$ cat src/rtl/rs_pkg.sv
// Shared types for the age-ordered issue queue.
// Default widths, the entry record and a tag compare helper.
package rs_pkg;

   localparam int DEF_OPC_W = 5;
   localparam int DEF_TAG_W = 6;

   typedef struct packed {
      logic                 valid;
      logic [DEF_OPC_W-1:0] opcode;
      logic [DEF_TAG_W-1:0] src1_tag;
      logic                 src1_rdy;
      logic [DEF_TAG_W-1:0] src2_tag;
      logic                 src2_rdy;
      logic [DEF_TAG_W-1:0] dest;
   } rs_entry_t;

   function automatic logic tag_eq(
      input logic [DEF_TAG_W-1:0] a,
      input logic [DEF_TAG_W-1:0] b
   );
      return a == b;
   endfunction

endpackage

$ cat src/rtl/rs_age_matrix.sv
// Pairwise age matrix: older_q[i][j] means entry i is older than j.
// Grants the single candidate that no other candidate is older than.
module rs_age_matrix
   import rs_pkg::*;
#(
   parameter int DEPTH = 8
) (
   input  logic             clk,
   input  logic             reset_n,
   input  logic             flush,
   input  logic [DEPTH-1:0] valid,
   input  logic [DEPTH-1:0] alloc,
   input  logic [DEPTH-1:0] cand,
   output logic [DEPTH-1:0] grant,
   output logic             any_grant
);

   logic [DEPTH-1:0] older_q [DEPTH];

   // Oldest candidate: no other candidate holds an older bit over it.
   always_comb begin
      grant = '0;
      for (int j = 0; j < DEPTH; j++) begin
         grant[j] = cand[j];
         for (int i = 0; i < DEPTH; i++) begin
            if (cand[i] && older_q[i][j]) begin
               grant[j] = 1'b0;
            end
         end
      end
   end

   assign any_grant = |grant;

   // New entry becomes younger than every live entry; its own row clears.
   always_ff @(posedge clk or negedge reset_n) begin
      if (!reset_n) begin
         for (int i = 0; i < DEPTH; i++) begin
            older_q[i] <= '0;
         end
      end else if (flush) begin
         for (int i = 0; i < DEPTH; i++) begin
            older_q[i] <= '0;
         end
      end else begin
         for (int n = 0; n < DEPTH; n++) begin
            if (alloc[n]) begin
               older_q[n] <= '0;
               for (int i = 0; i < DEPTH; i++) begin
                  if (valid[i]) begin
                     older_q[i][n] <= 1'b1;
                  end
               end
            end
         end
      end
   end

endmodule

$ cat src/rtl/rs_age_issue_queue.sv
// Reservation station with CDB wakeup and oldest-ready issue.
// Insert goes to the lowest free slot; age matrix picks the winner.
module rs_age_issue_queue
   import rs_pkg::*;
#(
   parameter int RS_DEPTH = 8,
   parameter int OPC_W    = DEF_OPC_W,
   parameter int TAG_W    = DEF_TAG_W,
   parameter int NUM_CDB  = 2,
   parameter int CNT_W    = $clog2(RS_DEPTH + 1)
) (
   input  logic                     clk,
   input  logic                     reset_n,
   input  logic                     flush,
   input  logic                     insert_valid,
   output logic                     insert_ready,
   input  logic [OPC_W-1:0]         insert_opcode,
   input  logic [TAG_W-1:0]         insert_src1_tag,
   input  logic [TAG_W-1:0]         insert_src2_tag,
   input  logic                     insert_src1_rdy,
   input  logic                     insert_src2_rdy,
   input  logic [TAG_W-1:0]         insert_dest_tag,
   input  logic [NUM_CDB-1:0]       cdb_valid,
   input  logic [NUM_CDB*TAG_W-1:0] cdb_tag,
   output logic                     issue_valid,
   input  logic                     issue_ready,
   output logic [OPC_W-1:0]         issue_opcode,
   output logic [TAG_W-1:0]         issue_src1_tag,
   output logic [TAG_W-1:0]         issue_src2_tag,
   output logic [TAG_W-1:0]         issue_dest_tag,
   output logic [CNT_W-1:0]         occupancy
);

   rs_entry_t ent_q [RS_DEPTH];
   rs_entry_t new_ent;

   logic [CNT_W-1:0]    occ_q;
   logic [RS_DEPTH-1:0] vld;
   logic [RS_DEPTH-1:0] cand;
   logic [RS_DEPTH-1:0] free_oh;
   logic [RS_DEPTH-1:0] alloc_oh;
   logic [RS_DEPTH-1:0] grant;
   logic [RS_DEPTH-1:0] hit1;
   logic [RS_DEPTH-1:0] hit2;
   logic                found;
   logic                any_grant;
   logic                ins_hit1;
   logic                ins_hit2;
   logic                ins_fire;
   logic                iss_fire;

   assign insert_ready = occ_q < CNT_W'(RS_DEPTH);
   assign ins_fire     = insert_valid && insert_ready && !flush;
   assign iss_fire     = any_grant && issue_ready && !flush;
   assign issue_valid  = any_grant;
   assign occupancy    = occ_q;
   assign alloc_oh     = ins_fire ? free_oh : '0;

   // Per-entry valid and candidate vectors from registered state.
   always_comb begin
      vld  = '0;
      cand = '0;
      for (int i = 0; i < RS_DEPTH; i++) begin
         vld[i]  = ent_q[i].valid;
         cand[i] = ent_q[i].valid && ent_q[i].src1_rdy
                   && ent_q[i].src2_rdy;
      end
   end

   // Lowest-index free slot.
   always_comb begin
      free_oh = '0;
      found   = 1'b0;
      for (int i = 0; i < RS_DEPTH; i++) begin
         if (!vld[i] && !found) begin
            free_oh[i] = 1'b1;
            found      = 1'b1;
         end
      end
   end

   // CDB tag compare for stored entries and the incoming op.
   always_comb begin
      hit1     = '0;
      hit2     = '0;
      ins_hit1 = 1'b0;
      ins_hit2 = 1'b0;
      for (int k = 0; k < NUM_CDB; k++) begin
         if (cdb_valid[k]) begin
            if (tag_eq(insert_src1_tag, cdb_tag[k*TAG_W +: TAG_W])) begin
               ins_hit1 = 1'b1;
            end
            if (tag_eq(insert_src2_tag, cdb_tag[k*TAG_W +: TAG_W])) begin
               ins_hit2 = 1'b1;
            end
            for (int i = 0; i < RS_DEPTH; i++) begin
               if (tag_eq(ent_q[i].src1_tag, cdb_tag[k*TAG_W +: TAG_W])) begin
                  hit1[i] = 1'b1;
               end
               if (tag_eq(ent_q[i].src2_tag, cdb_tag[k*TAG_W +: TAG_W])) begin
                  hit2[i] = 1'b1;
               end
            end
         end
      end
   end

   // Incoming entry with same-cycle CDB bypass folded into ready bits.
   always_comb begin
      new_ent          = '0;
      new_ent.valid    = 1'b1;
      new_ent.opcode   = insert_opcode;
      new_ent.src1_tag = insert_src1_tag;
      new_ent.src1_rdy = insert_src1_rdy || ins_hit1;
      new_ent.src2_tag = insert_src2_tag;
      new_ent.src2_rdy = insert_src2_rdy || ins_hit2;
      new_ent.dest     = insert_dest_tag;
   end

   // Issue data mux; zero when no entry is granted.
   always_comb begin
      issue_opcode   = '0;
      issue_src1_tag = '0;
      issue_src2_tag = '0;
      issue_dest_tag = '0;
      for (int i = 0; i < RS_DEPTH; i++) begin
         if (grant[i]) begin
            issue_opcode   = ent_q[i].opcode;
            issue_src1_tag = ent_q[i].src1_tag;
            issue_src2_tag = ent_q[i].src2_tag;
            issue_dest_tag = ent_q[i].dest;
         end
      end
   end

   // Entry state: flush beats insert, issue and wakeup.
   always_ff @(posedge clk or negedge reset_n) begin
      if (!reset_n) begin
         for (int i = 0; i < RS_DEPTH; i++) begin
            ent_q[i] <= '0;
         end
         occ_q <= '0;
      end else if (flush) begin
         for (int i = 0; i < RS_DEPTH; i++) begin
            ent_q[i].valid <= 1'b0;
         end
         occ_q <= '0;
      end else begin
         for (int i = 0; i < RS_DEPTH; i++) begin
            if (alloc_oh[i]) begin
               ent_q[i] <= new_ent;
            end else if (iss_fire && grant[i]) begin
               ent_q[i].valid <= 1'b0;
            end else if (ent_q[i].valid) begin
               if (hit1[i]) begin
                  ent_q[i].src1_rdy <= 1'b1;
               end
               if (hit2[i]) begin
                  ent_q[i].src2_rdy <= 1'b1;
               end
            end
         end
         occ_q <= occ_q + CNT_W'(ins_fire) - CNT_W'(iss_fire);
      end
   end

   rs_age_matrix #(
      .DEPTH (RS_DEPTH)
   ) u_age (
      .clk       (clk),
      .reset_n   (reset_n),
      .flush     (flush),
      .valid     (vld),
      .alloc     (alloc_oh),
      .cand      (cand),
      .grant     (grant),
      .any_grant (any_grant)
   );

endmodule

$ cat config.mk
export PLATFORM = sky130hd
export DESIGN_NAME = rs_age_issue_queue
export DESIGN_NICKNAME = d
export VERILOG_FILES = /design/src/rtl/rs_pkg.sv /design/src/rtl/rs_age_matrix.sv /design/src/rtl/rs_age_issue_queue.sv
export SDC_FILE = /design/constraint.sdc
export NUM_CORES = 1
export LEC_CHECK = 0
export ABC_AREA = 1
export CORE_MARGIN = 4
export CORE_UTILIZATION = 50
export DETAILED_ROUTE_END_ITERATION = 16
export GPL_TIMING_DRIVEN = 0
export PLACE_DENSITY = 0.68
export SLEW_MARGIN = 5
export SYNTH_ARGS = -nofsm -noshare
export SYNTH_HDL_FRONTEND = slang
export SYNTH_HIERARCHICAL = 1
export SYNTH_SLANG_ARGS = --single-unit
$ cat constraint.sdc
create_clock -name clk -period 3.6 [get_ports clk]
set_input_delay 0.72 -clock clk [delete_from_list [all_inputs] [get_ports clk]]
set_output_delay 0.72 -clock clk [all_outputs]
set_load 0.02 [all_outputs]
==> results of run 1 <==
[flip-flops by register name, summed over array words and instances, names as in the netlist]
register,flops
occupancy,4
u_age/older_q,64
ent_q,208
[final timing paths]
| check | end | slack [ns] |
|---|---|---|
| worst max-delay path | issue_src1_tag[3] | -0.09 |
| worst max register to register | occupancy[2] | 0.19 |
| min in group clk | u_age/older_q[28] | 0.48 |
| worst min register to register | u_age/older_q[28] | 0.48 |
| worst min-delay path | ent_q[189] | 0.18 |
| max in group asynchronous | ent_q[155] | 2.00 |
[cells by family after synthesis]
logic type,count (synthesis)
AO/OA/AOI/OAI,471
XOR/XNOR,37
flip-flops,276
adder cells (fa/ha/maj),5
AND/OR/NAND/NOR,1209
buffers and inverters,397
[metal layers]
metal  vias to the layer above  share of wire  wire (um)  global-route usage
met5                         -              0          0                   0
met4                         0          0.043       2800               0.146
met3                       190           0.12       7580              0.0854
met2                      1028           0.44      28500               0.542
met1                      8269           0.41      26500               0.496
li1                       7820              -          -                   -
[placed cells by master, fill, tap and decap left out, drive strengths merged, types with 19 or more instances in the layout]
master and n:
nand2 917, o21ai 323, dfrtp 276, inv 269, nor2 136, buf 131
a21oi 112, clkbuf 103, nand3 89, clkdlybuf4s50 37, xor2 27, nor3 27
o211ai 24, nand4 19
[per-stage QoR]
stage               setup slack, ns  hold slack [ns]  total power (uW)
global placement             -10.49            0.458              5730
detailed placement            -1.08            0.467              5750
CTS                       -0.000860            0.195              9330
floorplan                     0.614            0.424              4950
global route                 -0.174            0.217              9860
finish                      -0.0874            0.175              9460
[worst max-delay path: stages, from the launching register on]
cell and delay [ns]:
dfrtp_1 0.33, inv_1 0.07, nor3_2 0.20, buf_4 0.17
nand2_1 0.05, nand2_1 0.10, nor2_1 0.07, nand2_1 0.15
inv_2 0.14, inv_2 0.16, buf_4 0.25, nand3_1 0.20
a21oi_2 0.22, o21ai_0 0.10, nand2_1 0.08, buf_2 0.16
[layout make-up]
cell class,count,area [um^2],share of cell area
buffer,117,672,0.0345
clock buffer,49,998,0.0512
clock inverter,10,106,0.00546
inverter,272,1030,0.0531
multi-input combinational,1722,8200,0.421
sequential,276,6920,0.355
tap,435,544,0.0279
timing repair buffer,105,1020,0.0524
[where the power goes]
part	leakage, uW	total (uW)	internal, uW	switching [uW]
sequential	0.00362	3840	3480	357
clock	0.000546	3450	2070	1390
combinational	0.00582	2160	780	1380
[timing repair]
item                                    CTS  global route
cloned                                    2             0
gates resized for setup                 264           115
buffers inserted                         30             9
pin swaps                                26            42
endpoints found under the setup margin   24            27
==> run_results.csv, run 1 <==
group,metric,value,unit
run_status,status,"finished, violations left",
run_status,failed_checks,"setup timing",
global_routing,grt_max_degree,114,
yosys,syn_inst,2395,
yosys,synth-edff-count,0,
global_routing,grtUsageTotal,0.358,
sta,fin_skew,0.0301,ns
global_routing,gr-total-overflow,0,
cts,cts_tree,"built",
yosys,synthMuxAreaShare,0,
yosys,synthAdderAreaFrac,0.00431,
hold_path,min_path_type,"input pin to async pin",
sta,rsz0062_at_grt,"true",
sta,hold_viol,0,
yosys,synth_top_family_by_area,"simple AND/OR/NAND/NOR gates",
yosys,synth_area_leaders,"dfrtp_1, nand2_1, o21ai_0",
critical_path,r2r-start,"ent_q[25]",
placed_design,dpl.cell_count,2894,
final_layout,final_layout_size_suffix_gt1_frac,0.141,
yosys,yosysTopAreaCellShare,0.425,
yosys,synth-seq-cells,276,
final_layout,layoutNonFillerInstCount,2986,
yosys,synth_cell_type_count,40,
global_routing,antenna_found_initial,0,
routing,drtIter0Drc,2006,
yosys,synth-xor-area-share,0.0199,
cts,cts.sinks,276,
cts,hold_buffers,0,
yosys,synthTopCellsByCount,"nand2_1, o21ai_0, dfrtp_1",
pwr,ir_worst_vdd,0.000389,V
yosys,syn-num-nets,2444,
yosys,syn_area_per_cell,6.79,um^2
flow_run,drv_cap,0,
sta,maxClockFrequency,0.271,GHz
sta,setup_ws,-0.0874,ns
final_layout,postLayoutCellArea,19500,um^2
yosys,yosys_warnings,6,
routing,wl_per_cell,21.9,um
pwr,p_leak,0.00999,uW
sta,max_slew_margin,0.294,
critical_path,arrival,2.97,ns
routing,first_pass_iters,6,
global_routing,grt_pass1_wl,98.2,mm
yosys,synth-main-ff-cell,"dfrtp_1",
cts,max-clock-path-buffers,3,
yosys,yosys.cell_count.top_type,"nand2_1",
global_routing,grt_pass1_vias,16300,
final_layout,n_fill_cell,3001,
cts,insertion_delay,0.54,ns
sta,tightest_slew,1.06,ns
yosys,syn_area,16300,um^2
floorplanning,start_util,0.512,
sta,finalCriticalPeriod,3.69,ns
yosys,yosysTopAreaCell,"dfrtp_1",
placed_design,hpwl,45.6,mm
floorplanning,core-area,31800,um^2
routing,drc,0,
cts,htreeDepth,2,
critical_path,crit_start,"ent_q[84]",
routing,antenna_left,0,
yosys,yosys.area_share.simple,0.303,
floorplanning,rows,65,
sta,fin_crit_sh,1.02,
critical_path,startpoint_type,"register",
floorplanning,ioPinCount,73,
sta,report.final.slew_viol_count,0,
critical_path,endpoint_kind,"primary output",
final_layout,n_antenna_cell,0,
final_layout,area_delta_synth_final,19.8,%
yosys,synth-compound-area-share,0.150,
routing,vias_per_cell,5.80,
sta,finalSetupViolations,12,
pwr,power_density,485,nW/um^2
routing,vias,17300,
floorplanning,dieArea,35500,um^2
critical_path,path_class,"register to primary output",
final_layout,finish.utilization,0.613,
placed_design,dpl_cell_area,17500,um^2
routing,wirelength,65.4,mm
cts,clk_pin_slew,0.06,ns
placed_design,port_buffers,62,
yosys,async_flop_share,1.00,
final_layout,fin_nets,2577,
critical_path,r2r_cells,24,
placed_design,gp_congestion,1.01,
yosys,seq_area_frac_synth,0.425,
critical_path,worstPathRequired,2.88,ns
floorplanning,die_w,188,um
cts,root_buffer,"clkbuf_16",
floorplanning,die_h,188,um
sta,finalSetupTns,-0.278,ns
critical_path,cp_max_fo,10,
cts,cts_buffers,34,
Note: power is estimated with default switching activity, not from simulation.
==> inputs of run 2 (changes only) <==
--- a/config.mk
+++ b/config.mk
@@ -6,11 +6,12 @@
 export NUM_CORES = 1
 export LEC_CHECK = 0
 export ABC_AREA = 1
+export CAP_MARGIN = 5
 export CORE_MARGIN = 4
-export CORE_UTILIZATION = 50
+export CORE_UTILIZATION = 62
 export DETAILED_ROUTE_END_ITERATION = 16
 export GPL_TIMING_DRIVEN = 0
-export PLACE_DENSITY = 0.68
+export PLACE_DENSITY = 0.81
 export SLEW_MARGIN = 5
 export SYNTH_ARGS = -nofsm -noshare
 export SYNTH_HDL_FRONTEND = slang
==> run 2 against run 1 <==
  * The flow still finishes with violations (setup timing)
  * Combinational power increased by 6%
  * Setup slack worse by 0.011 ns
  * Final area about the same
  * Die area decreased by 19%
  * Largest cell class unchanged
  * Global-route usage is 7.4 points higher
  * Count of clock-buffer cells in the layout decreased by 9
  * Sequential power hardly changed
  * Worst hold slack lost 0.13 ns
  * Largest power group unchanged
  * Via count up 5.2%
  * Total power down 1.9%
  * Critical endpoint is now issue_src2_tag[4]
  * Highest routed layer unchanged
==> run_results.csv, run 2 (same netlist as run 1, synthesis figures left out) <==
group,metric,value,unit
critical_path,cp_max_fo,8,
sta,maxClockFrequency,0.270,GHz
placed_design,dpl_cell_area,17400,um^2
global_routing,gr-total-overflow,0,
critical_path,crit_top_cell,"nand2_2",
placed_design,hpwl,43.4,mm
sta,fin_skew,0.00895,ns
routing,drtIter0Drc,3114,
sta,finalSetupViolations,15,
sta,rsz0062_at_grt,"true",
final_layout,finish.utilization,0.752,
placed_design,gp_congestion,1.06,
critical_path,path_cells,"inv_2 > nor3_4 > buf_6 > nand2_2 > nand2_2 > nor2_2 > nand2_2 > inv_4 > nor2_4 > buf_12 > buf_8 > nand2_2 > nand2_2 > nand3_2 > a21oi_2 > o21ai_1 > nand2_1 > buf_6",
critical_path,worstPathRequired,2.88,ns
sta,finalCriticalPeriod,3.70,ns
pwr,total_power,9280,uW
final_layout,final_layout_size_suffix_gt1_frac,0.154,
pwr,p_seq_frac,0.418,
critical_path,critPathTopFamily,"simple AND/OR/NAND/NOR gates",
final_layout,postLayoutCellArea,19500,um^2
floorplanning,start_util,0.628,
routing,wl_per_cell,22.6,um
flow_run,drv_cap,0,
floorplanning,die_w,170,um
cts,cts_tree,"built",
sta,fin_crit_sh,1.03,
pwr,clock_power_share,0.335,
placed_design,port_buffers,62,
final_layout,area_delta_synth_final,19.8,%
global_routing,antenna_found_initial,0,
global_routing,grtUsageTotal,0.431,
critical_path,cp_slowest_stage_delay,0.37,ns
placed_design,dpl_worst_slack,-0.904,ns
final_layout,n_fill_cell,1936,
critical_path,startpoint_type,"register",
cts,hold_buffers,0,
hold_path,min_path_type,"input pin to async pin",
final_layout,final_common_cell,"nand2_1",
pwr,swShare,0.343,
cts,root_buffer,"clkbuf_16",
cts,max-clock-path-buffers,3,
routing,antenna_left,0,
critical_path,path_class,"register to primary output",
final_layout,largest_register_ffs,208,
routing,wirelength,64.8,mm
global_routing,grt_max_degree,120,
final_layout,final_cell_mix,"nand2_1, dfrtp_1, o21ai_0, inv_1, nor2_1",
final_layout,n_antenna_cell,0,
global_routing,grt_pass1_wl,96.2,mm
final_layout,fin_nets,2560,
floorplanning,dieArea,28900,um^2
floorplanning,core-area,25900,um^2
cts,insertion_delay,0.57,ns
pwr,ir_worst_vdd,0.000581,V
sta,report.final.slew_viol_count,0,
cts,htreeDepth,1,
sta,max_slew_margin,0.290,
critical_path,crit_buf_inv,6,
cts,cts.sinks,276,
final_layout,largest-register,"ent_q",
cts,cts_buffers,29,
run_status,status,"finished, violations left",
global_routing,grt_pass1_vias,17000,
pwr,p_comb_frac,0.248,
pwr,p_leak,0.00998,uW
floorplanning,rows,59,
run_status,failed_checks,"setup timing",
critical_path,cp_slowest_cell,"dfrtp_1",
pwr,power_density,476,nW/um^2
cts,clk_pin_slew,0.07,ns
sta,tightest_slew,1.06,ns
sta,hold_viol,0,
critical_path,endpoint_kind,"primary output",
critical_path,arrival,2.98,ns
routing,first_pass_iters,7,
pwr,p_int,6100,uW
routing,drc,0,
floorplanning,die_h,170,um
pwr,power.switching,3180,uW
sta,setup_ws,-0.0985,ns
routing,vias,18200,
routing,vias_per_cell,6.35,
floorplanning,ioPinCount,73,
[run 2: cell types whose count changed in the layout (fill, tap and decap cells not counted), moves of 5 or more]
cell,change
nand3_4,+8
buf_4,-19
nand2_4,+14
clkbuf_16,-6
nand3_1,-8
nand2_2,+28
a21oi_2,-5
nand2_1,-42
[run 2: worst register-to-register path, delay by kind of cell (launching register included)]
kind                     cells  cell delay (ns)
AO/OA/AOI/OAI                2             0.25
adder cells (fa/ha/maj)      3             0.93
buffers and inverters        8             0.77
flip-flops                   1             0.37
AND/OR/NAND/NOR              9             0.91
[run 2: final timing paths]
path	start	end	slack (ns)	cells past startpoint
setup / recovery	ent_q[84]	issue_src2_tag[4]	-0.1	18
hold / removal	reset_n	ent_q[172]	0.04	1
max in group asynchronous	reset_n	ent_q[155]	2.01	3
min in group clk	ent_q[130]	ent_q[130]	0.48	2
hold reg to reg	ent_q[130]	ent_q[130]	0.48	2
setup reg to reg	ent_q[84]	occupancy[2]	0.26	22
[run 2: area by class of cell]
class	count	area (um^2)	area share
inverter	272	1040	0.0533
sequential	276	6920	0.355
clock inverter	12	153	0.00783
timing repair buffer	93	970	0.0498
tap	335	419	0.0215
multi-input combinational	1722	8520	0.437
clock buffer	40	807	0.0414
buffer	117	669	0.0343
[run 2: metrics by stage]
step | hold WS [ns] | cells | TNS, ns
finish | 0.0416 | 2867 | -0.638
global route | 0.0685 | 2867 | -2.19
CTS | 0.0586 | 2864 | -1.22
detailed placement | 0.466 | 2794 | -18.50
global placement | 0.458 | 2792 | -2803.15
floorplan | 0.424 | 2395 | 0
[run 2: metal layers]
| layer | vias up | wire [um] | GRT usage |
|---|---|---|---|
| li1 | 7791 | - | - |
| met1 | 8439 | 23300 | 0.590 |
| met2 | 1584 | 27800 | 0.642 |
| met3 | 389 | 9220 | 0.0997 |
| met4 | 0 | 4460 | 0.230 |
| met5 | - | 0 | 0 |
[run 2: power groups by stage]
stage	combinational [uW]	sequential, uW	clock [uW]
after floorplan	1190	3760	0
after global placement	1830	3850	0
after detailed placement	1880	3850	0
after CTS	2120	3820	3070
after global routing	2470	3900	3200
final	2300	3870	3110
[run 2: timing repair]
item,CTS,global route
resized for setup,320,156
setup endpoints to repair,24,23
buffers inserted,20,8
pin swaps,46,67
gates cloned,2,0
==> inputs of run 3 (changes only) <==
--- a/config.mk
+++ b/config.mk
@@ -6,7 +6,7 @@
 export NUM_CORES = 1
 export LEC_CHECK = 0
 export ABC_AREA = 1
-export CAP_MARGIN = 5
+export CAP_MARGIN = 0
 export CORE_MARGIN = 4
 export CORE_UTILIZATION = 62
 export DETAILED_ROUTE_END_ITERATION = 16
==> results of run 3 <==
The final DEF is identical to that of run 2; final timing and power are the same.
